[src/rtl/rc4_pkg.sv]
// Shared types and constants for the RC4 key-search sequencer.
// Holds the FSM state encoding, S-memory select codes and default key geometry.
package rc4_pkg;

  typedef enum logic [3:0] {
    ST_IDLE,
    ST_INIT_S,
    ST_INIT_R,
    ST_KSA_S,
    ST_KSA_R,
    ST_PRGA_S,
    ST_PRGA_R,
    ST_NEXT_KEY,
    ST_FOUND,
    ST_EXHAUSTED,
    ST_HALTED,
    ST_ERROR
  } search_state_t;

  localparam logic [1:0] SEL_NONE = 2'b00;
  localparam logic [1:0] SEL_INIT = 2'b01;
  localparam logic [1:0] SEL_KSA  = 2'b10;
  localparam logic [1:0] SEL_PRGA = 2'b11;

  localparam int                    DEF_KEY_W    = 24;
  localparam logic [DEF_KEY_W-1:0]  DEF_KEY_LAST = 24'h3FFFFF;

  // The S-memory belongs to whichever engine is being started or is running.
  function automatic logic [1:0] sel_for_state(input search_state_t s);
    case (s)
      ST_INIT_S, ST_INIT_R: return SEL_INIT;
      ST_KSA_S,  ST_KSA_R:  return SEL_KSA;
      ST_PRGA_S, ST_PRGA_R: return SEL_PRGA;
      default:              return SEL_NONE;
    endcase
  endfunction

  function automatic logic is_busy_state(input search_state_t s);
    case (s)
      ST_IDLE, ST_FOUND, ST_EXHAUSTED, ST_HALTED, ST_ERROR: return 1'b0;
      default:                                             return 1'b1;
    endcase
  endfunction

endpackage

[src/rtl/rc4_key_stepper.sv]
// Key counter for one search core: strided key advance, end-of-range detect
// and a saturating count of rejected keys.
module rc4_key_stepper
  import rc4_pkg::*;
#(
  parameter int               KEY_W      = DEF_KEY_W,
  parameter logic [KEY_W-1:0] KEY_START  = '0,
  parameter logic [KEY_W-1:0] KEY_STRIDE = KEY_W'(1),
  parameter logic [KEY_W-1:0] KEY_LAST   = KEY_W'(DEF_KEY_LAST),
  parameter int               CNT_W      = 24
) (
  input  logic             CLOCK_50,
  input  logic             reset_n,
  input  logic             step,
  input  logic             hold,
  output logic [KEY_W-1:0] key,
  output logic             last,
  output logic [CNT_W-1:0] tried
);

  logic [KEY_W:0] nxt_wide;

  // One extra bit catches a stride that wraps past the top of the key space.
  assign nxt_wide = {1'b0, key} + {1'b0, KEY_STRIDE};
  assign last     = (nxt_wide > {1'b0, KEY_LAST});

  always_ff @(posedge CLOCK_50) begin
    if (!reset_n) begin
      key   <= KEY_START;
      tried <= '0;
    end else if (step) begin
      tried <= (tried == '1) ? tried : tried + CNT_W'(1);
      if (!hold && !last)
        key <= nxt_wide[KEY_W-1:0];
    end
  end

endmodule

[src/rtl/rc4_search_core.sv]
// Key-search sequencer for one RC4 decryption core: walks a strided key range and
// drives the S-init, KSA and PRGA engines in turn, with watchdog and terminal states.
module rc4_search_core
  import rc4_pkg::*;
#(
  parameter int               KEY_W       = DEF_KEY_W,
  parameter logic [KEY_W-1:0] KEY_START   = '0,
  parameter logic [KEY_W-1:0] KEY_STRIDE  = KEY_W'(1),
  parameter logic [KEY_W-1:0] KEY_LAST    = KEY_W'(DEF_KEY_LAST),
  parameter int               TIMEOUT_CYC = 4096,
  parameter int               CNT_W       = 24
) (
  input  logic             CLOCK_50,
  input  logic             reset_n,
  input  logic             enable,
  input  logic             stop_in,
  input  logic             init_done,
  input  logic             ksa_done,
  input  logic             prga_ok,
  input  logic             prga_fail,
  output logic             init_start,
  output logic             ksa_start,
  output logic             prga_start,
  output logic [1:0]       mem_sel,
  output logic [KEY_W-1:0] current_key,
  output logic             found,
  output logic [KEY_W-1:0] found_key,
  output logic             exhausted,
  output logic             halted,
  output logic             error,
  output logic             busy,
  output logic [CNT_W-1:0] keys_tried
);

  localparam logic [31:0] TO_LIM = 32'(TIMEOUT_CYC);

  search_state_t state, ns;
  logic [31:0]   wd;
  logic          wd_expired;
  logic          key_last;
  logic          step;

  assign step       = (state == ST_NEXT_KEY);
  assign wd_expired = (TIMEOUT_CYC != 0) && ((wd + 32'd1) >= TO_LIM);

  rc4_key_stepper #(
    .KEY_W     (KEY_W),
    .KEY_START (KEY_START),
    .KEY_STRIDE(KEY_STRIDE),
    .KEY_LAST  (KEY_LAST),
    .CNT_W     (CNT_W)
  ) u_stepper (
    .CLOCK_50(CLOCK_50),
    .reset_n (reset_n),
    .step    (step),
    .hold    (stop_in),
    .key     (current_key),
    .last    (key_last),
    .tried   (keys_tried)
  );

  always_comb begin
    ns = state;
    case (state)
      ST_IDLE:     if (enable) ns = ST_INIT_S;
      ST_INIT_S:   ns = ST_INIT_R;
      ST_INIT_R:   if (init_done) ns = ST_KSA_S;
                   else if (wd_expired) ns = ST_ERROR;
      ST_KSA_S:    ns = ST_KSA_R;
      ST_KSA_R:    if (ksa_done) ns = ST_PRGA_S;
                   else if (wd_expired) ns = ST_ERROR;
      ST_PRGA_S:   ns = ST_PRGA_R;
      // A match beats a simultaneous reject so a valid plaintext is never dropped.
      ST_PRGA_R:   if (prga_ok) ns = ST_FOUND;
                   else if (prga_fail) ns = ST_NEXT_KEY;
                   else if (wd_expired) ns = ST_ERROR;
      ST_NEXT_KEY: if (stop_in) ns = ST_HALTED;
                   else if (key_last) ns = ST_EXHAUSTED;
                   else ns = ST_INIT_S;
      default:     ns = state;
    endcase
  end

  // Outputs are registered from the next state so they line up with the state register.
  always_ff @(posedge CLOCK_50) begin
    if (!reset_n) begin
      state      <= ST_IDLE;
      init_start <= 1'b0;
      ksa_start  <= 1'b0;
      prga_start <= 1'b0;
      mem_sel    <= SEL_NONE;
      found      <= 1'b0;
      found_key  <= '0;
      exhausted  <= 1'b0;
      halted     <= 1'b0;
      error      <= 1'b0;
      busy       <= 1'b0;
      wd         <= '0;
    end else begin
      state      <= ns;
      init_start <= (ns == ST_INIT_S);
      ksa_start  <= (ns == ST_KSA_S);
      prga_start <= (ns == ST_PRGA_S);
      mem_sel    <= sel_for_state(ns);
      busy       <= is_busy_state(ns);
      found      <= found     | (ns == ST_FOUND);
      exhausted  <= exhausted | (ns == ST_EXHAUSTED);
      halted     <= halted    | (ns == ST_HALTED);
      error      <= error     | (ns == ST_ERROR);
      if (ns == ST_FOUND && state != ST_FOUND)
        found_key <= current_key;
      // Watchdog measures cycles since the phase start pulse.
      if (ns == ST_INIT_S || ns == ST_KSA_S || ns == ST_PRGA_S)
        wd <= '0;
      else if (TIMEOUT_CYC != 0 && sel_for_state(state) != SEL_NONE)
        wd <= wd + 32'd1;
    end
  end

endmodule

[config.mk]
export PLATFORM = sky130hd
export DESIGN_NAME = rc4_search_core
export DESIGN_NICKNAME = d
export VERILOG_FILES = /design/src/rtl/rc4_pkg.sv /design/src/rtl/rc4_key_stepper.sv /design/src/rtl/rc4_search_core.sv
export SDC_FILE = /design/constraint.sdc
export NUM_CORES = 1
export LEC_CHECK = 0
export BUFFER_PORTS_ARGS = -buffer_cell sky130_fd_sc_hd__buf_2
export CAP_MARGIN = 15
export CORE_MARGIN = 5
export CORE_UTILIZATION = 62
export CTS_CLUSTER_SIZE = 12
export DETAILED_ROUTE_END_ITERATION = 8
export GPL_ROUTABILITY_DRIVEN = 0
export PLACE_DENSITY = 0.86
export SYNTH_ARGS = -nofsm -noshare
export SYNTH_HDL_FRONTEND = slang
export SYNTH_SLANG_ARGS = --single-unit
export TNS_END_PERCENT = 30
[constraint.sdc]
create_clock -name CLOCK_50 -period 8.6 [get_ports CLOCK_50]
set_input_delay 1.72 -clock CLOCK_50 [delete_from_list [all_inputs] [get_ports CLOCK_50]]
set_output_delay 1.72 -clock CLOCK_50 [all_outputs]
set_load 0.1 [all_outputs]
# After elaboration in Yosys (flattened, before gate mapping)
# Cells that the tools add are included.
# word_totals
register_bits,118
in_bits,8
out_inout_bits,82
word_cells,77
# op_classes
n_addsub,3
magnitude_cmp,2
eq_ne,19
mux,14
bitwise_logic,6
reduce_logical,19
# ops
cell,count
$add A32 B1 Y32 const B,1
$ge A32 B13 Y1 const B,1
$mux W4,8
$pmux W4 S8,1
$eq A4 B3 Y1 const B,7
$add A24 B1 Y25 const B,1
$gt A25 B22 Y1 const B,1
$add A24 B1 Y24 const B,1
$eq A24 B24 Y1 const B,1
$eq A4 B2 Y1 const B,4
$eq A4 B4 Y1 const B,4
$reduce_or A2 Y1,7
$pmux W2 S3,2
$eq A4 B1 Y1 const B,2
$logic_not A4 Y1,2
$reduce_or A5 Y1,1
$mux W2,2
$ne A4 B4 Y1 const B,1
$or A1 B1 Y1,4
$reduce_and A2 Y1,2
$logic_and A1 B1 Y1,2
$logic_not A1 Y1,2
$logic_or A1 B1 Y1,2
$not A1 Y1,2
other kinds (2),2

# Logic depth before layout (Yosys ltp)
# logic_depth
word_depth,12
mapped_depth,12
ltp_nobuf,10

# By module
# A second synthesis with hierarchy kept.
# unflattened
cells_unflattened,757
area_unflattened_um2,6144.6
# modules_own_cells
module,n_inst,cells_each,area_per_inst_um2,seq_area_each_um2
rc4_search_core,1,441,3508.4,1401.3
rc4_key_stepper,1,316,2636.3,960.9

# Least setup slack after synthesis
# OpenSTA, ideal clock, no wires.
# synth_timing
path_type,reg2reg
start,register u_stepper.key[6]
end,register u_stepper.key[10]
setup_time_ns,0.128
arrival_ns,3.673
required_ns,8.472
slack_ns,4.799
stages_incl_launch_ff,12
path_buffers,3
period_less_slack_ns,3.801
path_cell_list,dfxtp_1 clkbuf_1 nand4_1 or2_2 clkbuf_1 xnor2_1 or4b_2 o211ai_1 clkbuf_1 nor3_1 xnor2_1 nor2_1
# synth_between
elab_chain_len,5
# synth_rtl
element,line_no,text
start: declaration,rc4_key_stepper.sv:16,"output logic [KEY_W-1:0] key,"
start signal: assignment,rc4_key_stepper.sv:34,key <= nxt_wide[KEY_W-1:0];
$add A24 B1 Y25 (*),rc4_key_stepper.sv:24,"assign nxt_wide = {1'b0, key} + {1'b0, KEY_STRIDE};"
$gt A25 B22 Y1,rc4_key_stepper.sv:25,"assign last = (nxt_wide > {1'b0, KEY_LAST});"
$logic_not A1 Y1,rc4_key_stepper.sv:33,if (!hold && !last)
$logic_and A1 B1 Y1,rc4_key_stepper.sv:33,
$reduce_and A2 Y1 (no source line),-,
# Mark *: on every way between the ends. The rest lies on a longest branch, timed or not.
# A chain may end at the register's enable or synchronous reset.

# Worst setup path after layout
# layout_timing
start,register wd[0]
end,register wd[28]
# layout_between
elab_chain_len,10
elab_cells_between_ends,14
cone_classes,add/sub (1); order compare (1); eq/ne (3); mux (6); reduce/logical (3)
# layout_rtl
element,line_no,text
start: declaration,rc4_search_core.sv:38,logic [31:0] wd;
start signal: assignment,rc4_search_core.sv:116,wd <= wd + 32'd1;
$add A32 B1 Y32 (*),"rc4_search_core.sv:44, rc4_search_core.sv:116",
$ge A32 B13 Y1,rc4_search_core.sv:44,assign wd_expired = (TIMEOUT_CYC != 0) && ((wd + 32'd1) >= TO_LIM);
$mux W4,"rc4_search_core.sv:68, rc4_search_core.sv:71, rc4_search_core.sv:76",
$mux W4,rc4_search_core.sv:75,else if (prga_fail) ns = ST_NEXT_KEY;
$mux W4,rc4_search_core.sv:74,ST_PRGA_R: if (prga_ok) ns = ST_FOUND;
$pmux W4 S8,rc4_search_core.sv:64,case (state)
$eq A4 B1 Y1 or $eq A4 B2 Y1 (tied branches),rc4_search_core.sv:113,if (ns == ST_INIT_S || ns == ST_KSA_S || ns == ST_PRGA_S)
$logic_or A1 B1 Y1 (2 in a row),rc4_search_core.sv:113,
$reduce_or A2 Y1 (no source line),-,
# Marked as above.

==> impl.org <==
** Critical path
- Number of buffer and inverter stages on the critical path :: 1
- The endpoint identified for the worst register-to-register timing path is wd[28].
- Critical path's largest stage delay :: approximately 0.7 ns
- The critical path in this run is classified as register to register.
- The worst setup path is launched from a register.
- Worst Reg2Reg Path Length in Cells :: 10
- Required time reported for the critical path endpoint :: roughly 9 ns
- Worst Path Arrival :: a little over 4 ns
- Start of the worst register-to-register path :: wd[0]
- Reg2reg setup slack :: 4.91 ns
- The cell family contributing the most delay on the critical path is simple AND/OR/NAND/NOR gates.
- Critical Path End Type :: register
- Cells along the critical path :: ha_1, nand4_1, nor4_1, xor2_1, a211oi_1, nor4b_1, a31oi_1, nor3_2, buf_4, a21oi_1
- On the critical path, the stage with the largest delay is an instance of sky130_fd_sc_hd__nor4b_1.
- Worst-path fanout max :: 32

** Pwr
- Of the total power, the share spent switching nets is 23.32%.
- Total net switching power :: roughly 0.30 mW
- Register share of total power :: a little over two fifths
- Comb pwr share :: around 2.7%
- The clock network accounts for roughly 54% of the total power.
- VDD sags by at most between 0.1 and 0.15 mV.
- The internal power of the cells totals between 0.9 and 1 mW.
- Leakage dissipation :: roughly 2.7 nW
- Power Density :: between 150 and 200 mW/mm²

** STA
- The clock arrives with 0.008934 ns of skew.
- Final setup vio count :: 0
- Hold Violations, Final :: 0
- Count of final max-slew check failures :: 0
- Across all setup checks in the final design, the least slack found is between 4 and 5 ns.
- RSZ-0062 raised after global routing :: no
- Static timing analysis puts the maximum clock frequency at around 270 MHz.
- After routing, the total negative slack on setup checks comes to 0 ns.
- Least-Margin Pin Slew :: between 1 and 1.5 ns
- Final Critical Period :: about 3.7 ns
- Portion of the clock cycle consumed by the worst path in the final layout :: between 40% and 50%
- Remaining max-slew budget at the tightest pin :: between 20% and 30%

** Route
- Using the TritonRoute via totals, the vias-per-cell ratio works out to 5.973.
- Total number of vias :: just under 6,000
- In the final routed layout, each cell accounts on average for 15.60 µm.
- For this block, the routed nets add up to around 15,000 µm of wire.
- After detailed routing, the number of remaining DRC violations is 0.
- The first routing iteration left between 500 and 600 violations.
- The detail route stage leaves a number of antenna-violating nets equal to 0.
- DR pass1 iterations :: 5

** Synthesis
- Register bit count reported by yosys :: 118
- In this run the mean area of a mapped cell was about 7.9 µm².
- The commonest cells after synthesis are 134 x sky130_fd_sc_hd__nand2_1, 118 x sky130_fd_sc_hd__dfxtp_1, 74 x sky130_fd_sc_hd__a21oi_1, 66 x sky130_fd_sc_hd__nor2_1, 49 x sky130_fd_sc_hd__xnor2_1.
- Total standard cell area after synthesis :: approximately 0.0061 mm²
- After synthesis, the share of flip-flops with an asynchronous set or reset is 0%.
- Adder-cell share of the synthesized area :: 0.8220%
- The synthesized design devotes to its leading area cell type 38.80% of total area.
- Distinct cell type count of the synthesized netlist :: 68
- Cell with the most instances after synthesis :: sky130_fd_sc_hd__nand2_1
- The synthesized netlist devotes between 10% and 20% of its cell area to compound gates.
- sky130_fd_sc_hd__dfxtp_1 takes more of the synthesized area than any other cell.
- Main combinational cell family by area after synthesis :: simple AND/OR/NAND/NOR gates
- Summing the areas of all and, or, nand and nor instances in the mapped netlist gives a little under a third of the synthesized area.
- Top cells by area in the synthesized netlist :: sky130_fd_sc_hd__dfxtp_1 39%, sky130_fd_sc_hd__nand2_1 8.3%, sky130_fd_sc_hd__xnor2_1 7.0%, sky130_fd_sc_hd__a21oi_1 6.1%, sky130_fd_sc_hd__nor2_1 4.1%
- Sequential cells were found to cover approximately two fifths of the synthesized design area.
- After Yosys synthesis, XOR and XNOR cells account for 10.79% of the synthesized area.
- Multiplexer cells account for 0.5343% of the synthesized area.
- Post-synthesis cell count :: about 770
- Number of nets produced by synthesis :: 781
- Yosys mapped a number of flops with a built-in enable equal to 0.
- Dominant synthesized flop cell :: sky130_fd_sc_hd__dfxtp_1
- Warnings from Yosys :: 0

** Clock network
- Maximum clock path buffer count :: 2
- TritonCTS built the clock tree.
- The clock drives between 100 and 150 sinks.
- Master cell of the clock root buffer :: sky130_fd_sc_hd__clkbuf_8
- The clock reaches the later pin of the worst-skew pair after between 0.5 and 0.6 ns.
- Clock-pin slew of the registers on the worst-case setup and hold paths :: around 0.06 ns
- CTS built an H-tree with a depth of 4.
- Number of CTS-inserted buffers :: 17
- Number of buffers added for setup after CTS :: 0
- Post-CTS resize count :: 0
- In this run, post-CTS hold repair placed 0 buffers.

** Die
- Row generation in the floorplan step produced 36 rows.
- The floorplan step set the die width to approximately 110 µm.
- The floorplan step defined a die boundary enclosing roughly 0.012 mm².
- IO Count :: 90
- The floorplan step defined a core boundary enclosing between 0.009 and 0.01 mm².
- The die is 109.1 µm tall.
- For this configuration, the core starts out at a cell density of a little over three fifths.

** Global route
- Aggregate global-route resource usage :: 26.55%
- Entering global routing, the biggest net connects 60 pins.
- In the global route stage, met3 resource usage came out at about 7.3%.
- First-pass GRT wire length :: approximately 26,000 µm
- After global routing the overflow that remains totals 0.
- Antenna violations before repair :: 0
- The number of global-route vias before repair is 5,370.
- Routing usage on met2 :: roughly 43%
- Met1 Usage GRT :: 34.05%
- Most utilized layer in the global route result :: met2

** Status
- Status :: finished clean

** Final layout
- The number of antenna diodes in the final layout is 0.
- Final #Nets :: approximately 850
- Area growth from synthesis to layout :: 16.30%
- Fraction of layout cells with a size suffix above 1 :: between 10% and 20%
- Fin util :: 73.11%

** Place
- Before CTS, the worst setup slack after placement is 4.546 ns.
- Summed over all nets, the half-perimeter wirelength after detailed placement is roughly 10,000 µm.
- Port buffering added between 80 and 90 buffers.

** Min path
- Worst min-delay path category :: register to register
- Worst min-delay path endpoint :: found_key[4]
- Startpoint of the most critical hold path :: found_key[4]
- Depth of the worst hold-timing path :: 2

** Flow run
- Number of max-capacitance violations reported :: 0
## through the flow
step                cell area (µm²)  power, mW  cells  hold slack, ns
finish                         7081      1.268    982          0.4546
global route                   7081      1.299    982          0.4754
CTS                            7081      1.270    982          0.4541
detailed placement             6507     0.5950    950          0.4461
global placement               6507     0.5942    950          0.4389
floorplan                      6088     0.5860    769          0.5400
## per-layer routing
metal	part of all wire, %	vias up
met5	0	-
met4	1.9	0
met3	7.5	36
met2	47	235
met1	44	2761
li1	-	2833
## layout make-up
class,count,area [µm²]
clock inverter,13,151.4
fill,703,2604
inverter,16,60.06
timing repair buffer,95,490.5
clock buffer,19,421.7
multi-input combinational,588,3428
sequential,118,2362
tap,133,166.4
## sequential cells by signal, indices dropped and copies added, names as in the netlist
| signal | count |
|---|---|
| found | 1 |
| init_start | 1 |
| prga_start | 1 |
| wd | 32 |
| exhausted | 1 |
| found_key | 24 |
| ksa_start | 1 |
| mem_sel | 2 |
| u_stepper.key | 24 |
| error | 1 |
| u_stepper.tried | 24 |
| halted | 1 |
| state | 4 |
| busy | 1 |
## worst register-to-register path, cell delays in order, from the launching register on
cell	delay (ns)
sky130_fd_sc_hd__dfxtp_1	0.42
sky130_fd_sc_hd__ha_1	0.24
sky130_fd_sc_hd__nand4_1	0.28
sky130_fd_sc_hd__nor4_1	0.51
sky130_fd_sc_hd__xor2_1	0.18
sky130_fd_sc_hd__a211oi_1	0.24
sky130_fd_sc_hd__nor4b_1	0.70
sky130_fd_sc_hd__a31oi_1	0.27
sky130_fd_sc_hd__nor3_2	0.22
sky130_fd_sc_hd__buf_4	0.34
sky130_fd_sc_hd__a21oi_1	0.16
## logic make-up (layout without fill, tap and decap cells)
group	after synthesis	in the layout
adders and majority gates	4	4
AOI/OAI and AO/OA	137	137
buffers and inverters	63	143
xor gates and xnor gates	75	75
DFF	118	118
muxes	3	3
and+or+nand+nor	369	369
## power by group through the flow
stage	clock [mW]	sequential (mW)	combinational (mW)
final	0.683	0.550	0.0345
after floorplan	0	0.566	0.0196
after detailed placement	0	0.562	0.0335
after global placement	0	0.561	0.0328
after global routing	0.712	0.549	0.0371
after CTS	0.686	0.550	0.0340
## layout by cell type (no fill, tap or decap), types with 5 or more instances in the layout
cell	count
sky130_fd_sc_hd__a211oi_1	6
sky130_fd_sc_hd__a21oi_1	74
sky130_fd_sc_hd__a31oi_1	6
sky130_fd_sc_hd__and3_1	6
sky130_fd_sc_hd__buf_2	89
sky130_fd_sc_hd__buf_4	6
sky130_fd_sc_hd__clkbuf_16	16
sky130_fd_sc_hd__clkinv_4	5
sky130_fd_sc_hd__dfxtp_1	118
sky130_fd_sc_hd__inv_1	15
sky130_fd_sc_hd__nand2_1	134
sky130_fd_sc_hd__nand3_1	35
sky130_fd_sc_hd__nand4_1	19
sky130_fd_sc_hd__nor2_1	66
sky130_fd_sc_hd__nor3_1	28
sky130_fd_sc_hd__nor4_1	15
sky130_fd_sc_hd__o21ai_0	19
sky130_fd_sc_hd__o41ai_1	6
sky130_fd_sc_hd__or3_1	20
sky130_fd_sc_hd__xnor2_1	49
sky130_fd_sc_hd__xor2_1	26
## worst max-delay path by stage
stage | end | startpoint | depth (start not counted)
after floorplan | u_stepper.key[10] | u_stepper.key[6] | 11
after global placement | u_stepper.key[21] | stop_in | 9
final | wd[28] | wd[0] | 10
after detailed placement | u_stepper.key[21] | stop_in | 9
after global routing | wd[28] | wd[1] | 10
after CTS | wd[28] | wd[0] | 10
No activity file was read; power rests on OpenSTA's default activity.
